==> src/rtl/cei_mochila_pkg.sv <==
// Shared constants and types for the safe-CPU register window responder.
package cei_mochila_pkg;

  localparam logic [31:0] GLOBAL_BASE_ADDRESS       = 32'hF000_0000;
  localparam logic [31:0] SAFE_CPU_REG_START_ADDRESS = GLOBAL_BASE_ADDRESS + 32'h0001_2000;
  localparam logic [31:0] SAFE_CPU_REG_SIZE          = 32'h0000_0100;

  // Word offsets inside the window
  localparam int unsigned SAFE_REG_ID_OFFSET     = 0;
  localparam int unsigned SAFE_REG_STATUS_OFFSET = 1;
  localparam int unsigned SAFE_REG_CTRL_BASE     = 2;

  localparam logic [31:0] SAFE_REG_ID_VALUE = 32'h5AFE_0001;

  // Read data returned with every error response
  localparam logic [31:0] ERR_RDATA = 32'hBADA_CCE5;

  typedef struct packed {
    logic        err;
    logic [31:0] rdata;
  } safe_reg_rsp_t;

  // Expand 4 byte enables into a 32-bit bit mask
  function automatic logic [31:0] be_to_mask(input logic [3:0] be);
    logic [31:0] mask;
    for (int i = 0; i < 4; i++) begin
      mask[8*i +: 8] = {8{be[i]}};
    end
    return mask;
  endfunction

endpackage

==> src/rtl/obi_rsp_fifo.sv <==
// Small in-order response FIFO for OBI responders; push is ignored when full,
// pop is ignored when empty.
module obi_rsp_fifo #(
  parameter int unsigned DEPTH = 2,
  parameter type         T     = logic
) (
  input  logic clk_i,
  input  logic rst_ni,
  input  logic push_i,
  input  T     data_i,
  input  logic pop_i,
  output T     data_o,
  output logic full_o,
  output logic empty_o
);

  localparam int unsigned PtrW = (DEPTH > 1) ? $clog2(DEPTH) : 1;
  localparam int unsigned CntW = $clog2(DEPTH + 1);
  localparam logic [PtrW-1:0] LastPtr  = PtrW'(DEPTH - 1);
  localparam logic [CntW-1:0] DepthCnt = CntW'(DEPTH);

  T                mem_q [DEPTH];
  logic [PtrW-1:0] wptr_q, rptr_q;
  logic [CntW-1:0] count_q;
  logic            do_push, do_pop;

  function automatic logic [PtrW-1:0] next_ptr(input logic [PtrW-1:0] p);
    return (p == LastPtr) ? '0 : p + 1'b1;
  endfunction

  // Status flags and guarded handshakes
  always_comb begin
    full_o  = (count_q == DepthCnt);
    empty_o = (count_q == '0);
    do_push = push_i & ~full_o;
    do_pop  = pop_i & ~empty_o;
    data_o  = mem_q[rptr_q];
  end

  // Pointers and occupancy; simultaneous push and pop keep the count
  always_ff @(posedge clk_i or negedge rst_ni) begin
    if (!rst_ni) begin
      wptr_q  <= '0;
      rptr_q  <= '0;
      count_q <= '0;
    end else begin
      if (do_push) wptr_q <= next_ptr(wptr_q);
      if (do_pop)  rptr_q <= next_ptr(rptr_q);
      unique case ({do_push, do_pop})
        2'b10:   count_q <= count_q + 1'b1;
        2'b01:   count_q <= count_q - 1'b1;
        default: count_q <= count_q;
      endcase
    end
  end

  // Storage needs no reset: contents are only observed while non-empty
  always_ff @(posedge clk_i) begin
    if (do_push) mem_q[wptr_q] <= data_i;
  end

endmodule

==> src/rtl/safe_cpu_reg_obi_responder.sv <==
// OBI responder for the safe-CPU register window: ID, W1C STATUS with hardware
// set, and RW control words, with ordered buffered responses.
module safe_cpu_reg_obi_responder
  import cei_mochila_pkg::*;
#(
  parameter int unsigned NUM_REGS  = 16,
  parameter int unsigned RSP_DEPTH = 2,
  parameter logic [31:0] ID_VALUE  = SAFE_REG_ID_VALUE
) (
  input  logic                         clk_i,
  input  logic                         rst_ni,
  input  logic                         req_i,
  input  logic                         we_i,
  input  logic [3:0]                   be_i,
  input  logic [31:0]                  addr_i,
  input  logic [31:0]                  wdata_i,
  output logic                         gnt_o,
  output logic                         rvalid_o,
  input  logic                         rready_i,
  output logic [31:0]                  rdata_o,
  output logic                         err_o,
  input  logic [31:0]                  hw_set_i,
  output logic [32*(NUM_REGS-2)-1:0]   ctrl_o,
  output logic                         irq_o
);

  localparam int unsigned NumCtrl   = NUM_REGS - SAFE_REG_CTRL_BASE;
  localparam logic [6:0]  NumRegsW  = 7'(NUM_REGS);
  localparam logic [5:0]  IdOff     = 6'(SAFE_REG_ID_OFFSET);
  localparam logic [5:0]  StatusOff = 6'(SAFE_REG_STATUS_OFFSET);

  logic [31:0]   status_q, status_d;
  logic [31:0]   ctrl_q [NumCtrl];
  logic [31:0]   ctrl_d [NumCtrl];
  logic          irq_q;

  logic [5:0]    word_off;
  logic [31:0]   be_mask;
  logic          acc_err;
  logic [31:0]   rd_val;
  logic          wr_ok;
  logic [31:0]   clr;

  logic          fifo_full, fifo_empty, pop;
  safe_reg_rsp_t rsp_in, rsp_out;

  // Address decode, error detection and read mux (pre-update values)
  always_comb begin
    word_off = addr_i[7:2];
    be_mask  = be_to_mask(be_i);
    acc_err  = (addr_i[1:0] != 2'b00) | ({1'b0, word_off} >= NumRegsW) |
               (we_i & (word_off == IdOff));
    rd_val   = '0;
    if (word_off == IdOff)     rd_val = ID_VALUE;
    if (word_off == StatusOff) rd_val = status_q;
    for (int i = 0; i < NumCtrl; i++) begin
      if (word_off == 6'(i + SAFE_REG_CTRL_BASE)) rd_val = ctrl_q[i];
    end
  end

  // Grant is blocked only by a full buffer, and held low during reset
  assign gnt_o = req_i & ~fifo_full & rst_ni;
  assign wr_ok = gnt_o & we_i & ~acc_err;
  assign pop   = rvalid_o & rready_i;

  // Response formed in the grant cycle
  always_comb begin
    rsp_in.err   = acc_err;
    rsp_in.rdata = acc_err ? ERR_RDATA : (we_i ? 32'h0 : rd_val);
  end

  // Register next-state; a hardware set beats a simultaneous W1C clear
  always_comb begin
    clr      = (wr_ok && (word_off == StatusOff)) ? (wdata_i & be_mask) : 32'h0;
    status_d = (status_q & ~clr) | hw_set_i;
    for (int i = 0; i < NumCtrl; i++) begin
      ctrl_d[i] = ctrl_q[i];
      if (wr_ok && (word_off == 6'(i + SAFE_REG_CTRL_BASE))) begin
        ctrl_d[i] = (ctrl_q[i] & ~be_mask) | (wdata_i & be_mask);
      end
    end
  end

  // Register bank and IRQ flop; irq tracks the status value being loaded
  always_ff @(posedge clk_i or negedge rst_ni) begin
    if (!rst_ni) begin
      status_q <= '0;
      irq_q    <= 1'b0;
      for (int i = 0; i < NumCtrl; i++) ctrl_q[i] <= '0;
    end else begin
      status_q <= status_d;
      irq_q    <= |status_d;
      for (int i = 0; i < NumCtrl; i++) ctrl_q[i] <= ctrl_d[i];
    end
  end

  obi_rsp_fifo #(
    .DEPTH (RSP_DEPTH),
    .T     (safe_reg_rsp_t)
  ) u_rsp_fifo (
    .clk_i   (clk_i),
    .rst_ni  (rst_ni),
    .push_i  (gnt_o),
    .data_i  (rsp_in),
    .pop_i   (pop),
    .data_o  (rsp_out),
    .full_o  (fifo_full),
    .empty_o (fifo_empty)
  );

  // Outputs; response fields forced to zero while no response is valid
  always_comb begin
    rvalid_o = ~fifo_empty;
    rdata_o  = rvalid_o ? rsp_out.rdata : 32'h0;
    err_o    = rvalid_o & rsp_out.err;
    irq_o    = irq_q;
    for (int i = 0; i < NumCtrl; i++) ctrl_o[32*i +: 32] = ctrl_q[i];
  end

endmodule
==> config.mk <==
export PLATFORM = sky130hd
export DESIGN_NAME = safe_cpu_reg_obi_responder
export DESIGN_NICKNAME = d
export VERILOG_FILES = /design/src/rtl/cei_mochila_pkg.sv /design/src/rtl/obi_rsp_fifo.sv /design/src/rtl/safe_cpu_reg_obi_responder.sv
export SDC_FILE = /design/constraint.sdc
export NUM_CORES = 1
export LEC_CHECK = 0
export BUFFER_PORTS_ARGS = -buffer_cell sky130_fd_sc_hd__buf_2
export CORE_UTILIZATION = 46
export DETAILED_ROUTE_END_ITERATION = 10
export PLACE_DENSITY = 0.7
export SLEW_MARGIN = 40
export SYNTH_ARGS = -nofsm -noshare
export SYNTH_HDL_FRONTEND = slang
export SYNTH_HIERARCHICAL = 1
export SYNTH_SLANG_ARGS = --single-unit
==> constraint.sdc <==
create_clock -name clk_i -period 6.9 [get_ports clk_i]
set_input_delay 0.69 -clock clk_i [delete_from_list [all_inputs] [get_ports clk_i]]
set_output_delay 0.69 -clock clk_i [all_outputs]
set_load 0.01 [all_outputs]
==> metrics.yaml, run 1 <==
drt:
  dr.pass1.iters: 6
  wl_per_cell_um: 30.9
  drt_wl_total_um: 100000
  antenna_left: 0
  drc: 0
  drt-initial-drc-count: 2190
  avgViaCountPerCell: 6.34
  vias: 20573
clocking:
  cts-resized-gates: 0
  cts.sink_count: 551
  postCtsHoldBufs: 0
  cts.htree.levels: 2
  clk_latency_ns: 0.63
  cts_buffers: 58
  cts_buffer_depth: 3
  root_buffer: "clkbuf_16"
  cts_tree: "yes"
  cts_setup_buffers: 0
  cts.clk_slew.worst_paths_ns: 0.06
worst_setup_path:
  start_kind: "input port"
  path_cells: "buf_2 > nor2_1 > nand2_1 > buf_4 > o221ai_1 > a211oi_1 > a2111oi_0 > o221ai_1"
  rr_endpoint: "irq_o"
  arrival_ns: 4.02
  crit_path_end_kind: "flop"
  cp-endpoint: "u_rsp_fifo/mem_q[0][27]"
  cpMostUsedCell: "o221ai_1"
  critPathKind: "in2reg"
  crit_start: "addr_i[4]"
  worst-path-max-fanout: 15
  cp_slowest_cell: "a2111oi_0"
  rrSetupSlack_ns: 3.39
  r2r-start: "u_rsp_fifo/count_q[0]"
  reg2regPathDepth: 9
  cpPeakStageDelay_ns: 0.79
  required_ns: 7.22
global_route:
  antenna_found_initial: 5
  grt_pass1_wl_um: 144000
  overflow: 0
  grt.total_usage_pct: 35.3
  grt_pass1_vias: 19843
  grt_max_degree: 97
timing:
  fin_tns_setup_ns: 0
  period_minus_slack_ns: 3.70
  hold_violations: 0
  drv_slew: 0
  timing.slew.headroom_pct: 30.4
  tightest_slew_ns: 1.04
  max_freq_mhz: 270
  setup_viol_count_final: 0
  skew_ns: 0.0169
  period_share_pct: 53.6
  finalWorstSetupSlack_ns: 3.20
  rsz0062_at_grt: "no"
logic_synthesis:
  yosysWarnings: 6
  async_flop_share_pct: 88.0
  synth_area_leaders: "dfrtp_1 (48%), mux2_2 (19%), edfxtp_1 (7.8%), a22oi_1 (2.0%), nor2_1 (1.8%)"
  synth_nets: 2072
  synth_top_area_share_pct: 47.8
  yosysSeqAreaShare_pct: 55.6
  synth_edf_count: 66
  yosys.cell_types.count: 71
  ys_ff_latch: 551
  synth_top_flop_cell: "dfrtp_1"
  synth_top_cell_by_area: "dfrtp_1"
  synthCells: 1966
  postSynthAreaPerCell_um2: 12.9
  mappedNetlistArea_mm2: 0.0254
layout:
  instances_no_fill: 3247
  drive_above_1_share_pct: 49.2
  utilization_pct: 57.2
  n_antenna_cell: 0
  area_growth_pct: 21.9
  nFillCells: 4565
  layout.nets: 2611
  final_area_mm2: 0.0310
die:
  core_area_mm2: 0.0541
  fp.dieH_um: 237
  die_w_um: 237
  num_io_pins: 589
  num_rows: 85
  initial_core_util_pct: 46.9
  dieArea_mm2: 0.0561
placement:
  port_buffers: 564
  place_area_mm2: 0.0289
  placed_cells: 3141
  place_ws_ns: 2.74
  hpwl_um: 73100
  place_congestion: 0.959
power:
  peakVddDrop_mv: 0.192
  leakagePower_nw: 15.6
  power_density_mw_per_mm2: 245
status:
  status: "complete, no violations"
run:
  timing.max_cap.violations: 0
worst_hold_path:
  worstHoldPathType: "in2async"
power breakdown:
group | switching [mW] | total (mW) | internal, mW
Sequential | 0.0858 | 3.45 | 3.36
Combinational | 0.476 | 0.807 | 0.331
Clock | 1.33 | 3.33 | 2.00
area by class of cell:
type                            count  area (µm²)  share of cell area (%)
Clock buffer                       88        1750                    5.65
Inverter                            7        26.3                  0.0849
Timing Repair Buffer              604        3180                    10.3
Multi-Input combinational cell   1283       10700                    34.7
Clock inverter                     18         270                   0.873
Sequential cell                   551       14100                    45.6
Tap cell                          696         871                    2.81
synth_stat cells (33+ instances only):
library cell	instances
a31oi_1	38
nand2_1	82
edfxtp_1	66
nor2_4	33
dfrtp_1	485
mux2_2	433
o21ai_0	57
a22oi_1	68
nor2_1	124
o221ai_1	33
clkbuf_1	81
a21oi_1	71
nor2b_1	36
cell families after synthesis:
| logic type | count (synthesis) | share of synthesized area (%) |
|---|---|---|
| muxes | 488 | 22.1 |
| AOI/OAI and AO/OA | 392 | 10.6 |
| DFF | 551 | 55.6 |
| and+or+nand+nor | 397 | 9.08 |
| adders and majority gates | 1 | 0.0493 |
| xor gates and xnor gates | 5 | 0.172 |
| buffers and inverters | 132 | 2.43 |
worst min-delay path by stage:
stage,from,end,slack [ns]
final,rst_ni,asynchronous set/reset pin,0.07
after CTS,rst_ni,asynchronous set/reset pin,0.12
after global placement,u_rsp_fifo/wptr_q,u_rsp_fifo/wptr_q,0.49
after detailed placement,u_rsp_fifo/count_q[1],u_rsp_fifo/count_q[1],0.50
after floorplan,rst_ni,asynchronous set/reset pin,0.39
after global routing,rst_ni,asynchronous set/reset pin,0.15
critical path, delay by kind of cell:
family                 cells  cell delay (ns)
buffers and inverters      2             0.64
and+or+nand+nor            2             1.17
AOI/OAI and AO/OA          4             1.50
per-layer routing:
layer	track usage, %	vias up	share of wire (%)	wire [µm]
li1	-	8436	-	-
met1	49.3	10625	41	40900
met2	51.5	1249	44	44100
met3	10.1	253	11	10500
met4	15.1	10	4.6	4620
met5	0	-	0.057	57
stage by stage:
stage,hold WS [ns],power [mW]
2_1_floorplan,0.394,3.98
3_3_place_gp,0.492,4.30
3_5_place_dp,0.504,4.31
4_1_cts,0.117,7.60
5_1_grt,0.152,7.81
6_report,0.0702,7.59
layout by cell type (no fill, tap or decap), drive strengths merged, types with 3 or more instances in the layout:
master and count:
buf 604, mux2 486, dfrtp 485, nor2 186, nand2 89, clkbuf 88, a21oi 72, a22oi 68
edfxtp 66, o21ai 57, a31oi 38, nor2b 37, o221ai 33, o22ai 32, a221oi 25, a222oi 20
a211oi 18, nand3 16, nand2b 15, nor3 14, nor4 10, clkinv 9, inv 7, nand4 7
bufinv 7, o211ai 5, or4 4, o311ai 4, and2 4, a221o 3, o31ai 3, o2111ai 3
xnor2 3
(Power assumes the default switching activity.)
==> run 2, diff against run 1 <==
--- a/config.mk
+++ b/config.mk
@@ -5,10 +5,11 @@
 export SDC_FILE = /design/constraint.sdc
 export NUM_CORES = 1
 export LEC_CHECK = 0
+export ABC_AREA = 1
 export BUFFER_PORTS_ARGS = -buffer_cell sky130_fd_sc_hd__buf_2
 export CORE_UTILIZATION = 46
 export DETAILED_ROUTE_END_ITERATION = 10
-export PLACE_DENSITY = 0.7
+export PLACE_DENSITY = 0.73
 export SLEW_MARGIN = 40
 export SYNTH_ARGS = -nofsm -noshare
 export SYNTH_HDL_FRONTEND = slang
==> constraint.sdc (replaced) <==
create_clock -name clk_i -period 3.3 [get_ports clk_i]
set_input_delay 0.33 -clock clk_i [delete_from_list [all_inputs] [get_ports clk_i]]
set_output_delay 0.33 -clock clk_i [all_outputs]
set_load 0.01 [all_outputs]
==> metrics.yaml, run 2 <==
status:
  status: "complete, no violations"
timing:
  skew_ns: 0.0165
  drv_slew: 0
  fin_tns_setup_ns: 0
  period_minus_slack_ns: 2.93
  timing.slew.headroom_pct: 51.9
  max_freq_mhz: 342
  rsz0062_at_grt: "no"
  period_share_pct: 88.7
  hold_violations: 0
  hold_slack_ns: 0.0440
  setup_viol_count_final: 0
  tightest_slew_ns: 0.721
  finalWorstSetupSlack_ns: 0.372
clocking:
  cts_setup_buffers: 0
  root_buffer: "clkbuf_16"
  cts_buffer_depth: 3
  cts.sink_count: 551
  cts_tree: "yes"
  cts_buffers: 57
  cts.htree.levels: 2
  clk_latency_ns: 0.61
  cts.clk_slew.worst_paths_ns: 0.06
drt:
  drt_wl_total_um: 90800
  drt-initial-drc-count: 2493
  dr.pass1.iters: 8
  antenna_left: 0
  vias: 23075
  drc: 0
  avgViaCountPerCell: 5.43
  wl_per_cell_um: 21.4
worst_setup_path:
  start_kind: "flop"
  arrival_ns: 3.44
  required_ns: 3.81
  worst-path-max-fanout: 25
  cpLargestDelayFamily: "simple AND/OR/NAND/NOR gates"
  crit_path_end_kind: "flop"
  cp_slowest_cell: "nand3_1"
  reg2regPathDepth: 7
  critPathKind: "reg2reg"
  cpPeakStageDelay_ns: 0.51
  rrSetupSlack_ns: 0.37
  cp_num_buf_inv: 1
  r2r-start: "u_rsp_fifo/count_q[0]"
  path_cells: "nor2_2 > nor2_1 > nand2_1 > nor2_4 > buf_4 > nand3_1 > o21ai_0"
power:
  peakVddDrop_mv: 0.364
  leakagePower_nw: 15.1
  power_density_mw_per_mm2: 505
  power_mw: 15.5
die:
  num_rows: 84
  fp.dieH_um: 235
  core_area_mm2: 0.0531
  dieArea_mm2: 0.0552
  num_io_pins: 589
  die_w_um: 235
  initial_core_util_pct: 47.0
logic_synthesis:
  postSynthAreaPerCell_um2: 8.36
  yosysWarnings: 6
  synth_nets: 3090
  synth_top_cell_by_area: "dfrtp_1"
  synthCells: 2984
  yosysSeqAreaShare_pct: 56.6
  synth.most_common_cell: "nand2_1"
  async_flop_share_pct: 88.0
  synth_top_area_share_pct: 48.6
  synth_edf_count: 66
  mappedNetlistArea_mm2: 0.0250
  synth_area_leaders: "dfrtp_1 (49%), nand2_1 (15%), o21ai_0 (9.5%), edfxtp_1 (7.9%), inv_1 (3.5%)"
  synth_top_flop_cell: "dfrtp_1"
  yosys-top-cells-count: "nand2_1 (975), dfrtp_1 (485), o21ai_0 (473)"
  yosys.cell_types.count: 34
  ys_ff_latch: 551
layout:
  n_antenna_cell: 0
  final_cell_mix: "nand2_1 (975), buf_2 (563), dfrtp_1 (485)"
  final_area_mm2: 0.0307
  utilization_pct: 57.8
  instances_no_fill: 4247
  nFillCells: 4741
  layout.nets: 3619
  mostFrequentLayoutCell: "nand2_1"
  drive_above_1_share_pct: 22.3
  area_growth_pct: 23.0
global_route:
  grt_pass1_vias: 21786
  grt.met2_usage_pct: 55.2
  grt_pass1_wl_um: 137000
  use_met1_pct: 40.5
  antenna_found_initial: 0
  top_usage_layer: "met2"
  grt.total_usage_pct: 32.7
  grt_max_degree: 155
  met3_usage_pct: 7.34
  overflow: 0
worst_hold_path:
  worstHoldPathType: "in2reg"
  holdPathStages: 4
  hold_start: "wdata_i[1]"
  whs_endpoint: "status_q[1]"
placement:
  port_buffers: 564
  hpwl_um: 67100
  place_ws_ns: 0.412
  place_area_mm2: 0.0284
  placed_cells: 4108
  place_congestion: 0.932
run:
  timing.max_cap.violations: 0
[run 2: cell count changes after synthesis, sizes merged, moves of 41 or more]
| cell | previous run | this run |
|---|---|---|
| nand2 | 89 | 978 |
| mux2 | 486 | 0 |
| inv | 7 | 246 |
| nand3 | 16 | 115 |
| a22oi | 68 | 0 |
| buf | 44 | 85 |
| o21ai | 57 | 489 |
| nand4 | 7 | 95 |
[run 2: worst max path at each step]
stage                     slack [ns]  cells after the start                      to             startpoint
after floorplan                 0.53                      5  u_rsp_fifo/mem_q[1][0]  u_rsp_fifo/count_q[1]
after global placement          0.42                     13  u_rsp_fifo/mem_q[0][0]              addr_i[7]
after detailed placement        0.41                     13  u_rsp_fifo/mem_q[0][0]              addr_i[7]
after CTS                       0.39                      8                    flop  u_rsp_fifo/count_q[1]
after global routing            0.19                     13                   irq_o  u_rsp_fifo/count_q[1]
final                           0.37                      7                    flop  u_rsp_fifo/count_q[0]
[run 2: final cells by class]
class | instances | area (µm²) | share of cell area, %
clock inverters | 26 | 315 | 1.03
repair buffers | 647 | 3720 | 12.1
flip-flops and latches | 551 | 14100 | 46.0
multi-input cells | 2009 | 9140 | 29.8
well taps | 688 | 861 | 2.80
inverters | 247 | 930 | 3.03
clock buffers | 79 | 1610 | 5.25
[run 2: where the power goes]
| group | internal (mW) | switching, mW |
|---|---|---|
| Clock | 3.95 | 2.76 |
| Combinational | 0.496 | 1.23 |
| Sequential | 6.99 | 0.0682 |
| Total | 11.4 | 4.06 |
[run 2: kinds of logic (layout without fill, tap and decap cells)]
logic type | count (synthesis) | in the layout | synth area share (%)
xor gates and xnor gates | 1 | 1 | 0.0351
AOI/OAI and AO/OA | 597 | 597 | 12.2
buffers and inverters | 424 | 999 | 6.99
and+or+nand+nor | 1410 | 1410 | 24.2
adders and majority gates | 1 | 1 | 0.0501
DFF | 551 | 551 | 56.6
[run 2: tightest hold or removal path, delay by kind of cell]
kind	cells	cell delay, ns
buf+inv	2	0.16
compound gates	1	0.06
simple gates	1	0.07
[run 2: timing repair]
action                                 CTS  global route
endpoints found under the hold margin   71             0
resized for setup                        0             0
hold buffers                            33             0
[run 2: metal layers]
metal	up-vias	part of all wire [%]
li1	10749	-
met1	10975	38
met2	1140	49
met3	211	8.8
met4	0	4.3
met5	-	0
==> run 3, diff against run 2 <==
--- a/config.mk
+++ b/config.mk
@@ -5,11 +5,10 @@
 export SDC_FILE = /design/constraint.sdc
 export NUM_CORES = 1
 export LEC_CHECK = 0
-export ABC_AREA = 1
 export BUFFER_PORTS_ARGS = -buffer_cell sky130_fd_sc_hd__buf_2
 export CORE_UTILIZATION = 46
 export DETAILED_ROUTE_END_ITERATION = 10
-export PLACE_DENSITY = 0.73
+export PLACE_DENSITY = 0.7
 export SLEW_MARGIN = 40
 export SYNTH_ARGS = -nofsm -noshare
 export SYNTH_HDL_FRONTEND = slang
==> constraint.sdc (replaced) <==
create_clock -name clk_i -period 3.6 [get_ports clk_i]
set_input_delay 0.36 -clock clk_i [delete_from_list [all_inputs] [get_ports clk_i]]
set_output_delay 0.36 -clock clk_i [all_outputs]
set_load 0.01 [all_outputs]
==> metrics.yaml, run 3 (synthesis gave the netlist of run 1 again) <==
die:
  num_io_pins: 589
  initial_core_util_pct: 46.9
  dieArea_mm2: 0.0561
  core_area_mm2: 0.0541
  num_rows: 85
  fp.dieH_um: 237
  die_w_um: 237
global_route:
  grt_pass1_wl_um: 144000
  antenna_found_initial: 7
  grt_max_degree: 141
  grt.total_usage_pct: 35.1
  overflow: 0
  grt_pass1_vias: 20042
drt:
  drt-initial-drc-count: 2031
  drc: 0
  vias: 20606
  drt_wl_total_um: 100000
  antenna_left: 0
  wl_per_cell_um: 30.4
  avgViaCountPerCell: 6.24
  dr.pass1.iters: 5
worst_setup_path:
  start_kind: "flop"
  crit_path_end_kind: "flop"
  path_cells: "nand2b_1 > inv_1 > and4b_1 > nand2b_1 > a21oi_4 > nand2_2 > nor2_2 > mux2_2"
  arrival_ns: 3.63
  worst-path-max-fanout: 13
  cpPeakStageDelay_ns: 0.61
  critPathKind: "reg2reg"
  r2r-start: "u_rsp_fifo/count_q[0]"
  cp_slowest_cell: "nor2_2"
  required_ns: 4.10
  crit_start: "u_rsp_fifo/count_q[0]"
  cpMostUsedCell: "nand2b_1"
clocking:
  cts-resized-gates: 0
  cts.clk_slew.worst_paths_ns: 0.06
  clk_latency_ns: 0.63
  root_buffer: "clkbuf_16"
  cts.sink_count: 551
  cts.htree.levels: 2
  cts_tree: "yes"
  cts_buffer_depth: 3
  cts_buffers: 58
layout:
  area_growth_pct: 23.9
  mostFrequentLayoutCell: "buf_2"
  utilization_pct: 58.1
  drive_above_1_share_pct: 49.9
  layout.nets: 2658
  final_cell_mix: "buf_2 (563), dfrtp_1 (484), mux2_2 (433)"
status:
  status: "complete, no violations"
power:
  leakagePower_nw: 15.9
  peakVddDrop_mv: 0.366
  power_density_mw_per_mm2: 466
worst_hold_path:
  worstHoldPathType: "in2reg"
  hold_start: "hw_set_i[24]"
timing:
  fin_tns_setup_ns: 0
  drv_slew: 0
  max_freq_mhz: 320
  hold_slack_ns: 0.0183
  tightest_slew_ns: 0.726
  hold_violations: 0
  period_share_pct: 86.9
  skew_ns: 0.0294
  setup_viol_count_final: 0
  timing.slew.headroom_pct: 50.4
  rsz0062_at_grt: "no"
  period_minus_slack_ns: 3.13
placement:
  port_buffers: 564
  place_congestion: 0.985
  hpwl_um: 74300
run:
  timing.max_cap.violations: 0
## run 3: changes by cell type in the layout (fill, tap and decap cells not counted), moves of 33 or more
cell	before	now
nand2_1	975	81
nand4_1	95	7
buf_4	37	72
nor2_1	183	114
mux2_2	0	433
nor2b_1	0	36
a22oi_1	0	68
o21ai_0	473	57
o221ai_1	0	33
inv_1	235	7
a31oi_1	0	37
nand3_2	41	0
nand3_1	73	16
## run 3: path summary, 6_finish.rpt
path                                              end  slack [ns]  depth (start not counted)
setup / recovery                                 flop        0.47                          8
hold / removal                           status_q[24]        0.02                          3
setup reg to reg                                 flop        0.47                          8
hold reg to reg                                  flop        0.52                          1
max in group asynchronous  asynchronous set/reset pin        1.48                          6
min in group asynchronous  asynchronous set/reset pin        0.32                          3
## run 3: repair_timing
action / CTS / global route
hold buffers: 4 / 0
endpoints found under the hold margin: 135 / 0
buffers inserted: 0 / 0
## run 3: worst max-delay path, delay by kind of cell, from the launching register on
| family | cells | cell delay [ns] |
|---|---|---|
| mux | 1 | 0.41 |
| compound gates | 1 | 0.29 |
| buf+inv | 1 | 0.06 |
| flops | 1 | 0.45 |
| simple gates | 5 | 1.79 |
## run 3: metrics by stage
step	setup slack [ns]	instances	area, µm²	power [mW]
2_1_floorplan	0.805	1966	25400	7.62
3_3_place_gp	0.434	3181	29200	8.23
3_5_place_dp	0.346	3183	29300	8.26
4_1_cts	0.524	3296	31400	14.7
5_1_grt	0.380	3299	31500	15.0
6_report	0.471	3302	31500	14.6
## run 3: area by class of cell
| type | instances | area (µm²) |
|---|---|---|
| Antenna cell | 5 | 12.5 |
| Sequential cell | 551 | 14100 |
| Inverter | 7 | 26.3 |
| Timing Repair Buffer | 651 | 3660 |
| Multi-Input combinational cell | 1283 | 10700 |
| Clock buffer | 80 | 1700 |
| Clock inverter | 29 | 369 |
| Tap cell | 696 | 871 |
| Fill cell | 4505 | 22700 |
## run 3: report_power, final
group          total [mW]  leakage (nW)  switching (mW)  internal (mW)
logic                1.56          7.70           0.901          0.659
registers            6.60          7.14           0.158           6.44
clock network        6.48          1.03            2.56           3.92
## run 3: per-layer routing
metal / vias up / GRT usage, % / wire length [µm]
li1: 8548 / - / -
met1: 10597 / 50.2 / 41500
met2: 1236 / 51.9 / 44500
met3: 219 / 7.72 / 9910
met4: 6 / 13.8 / 4190
met5: - / 0 / 39
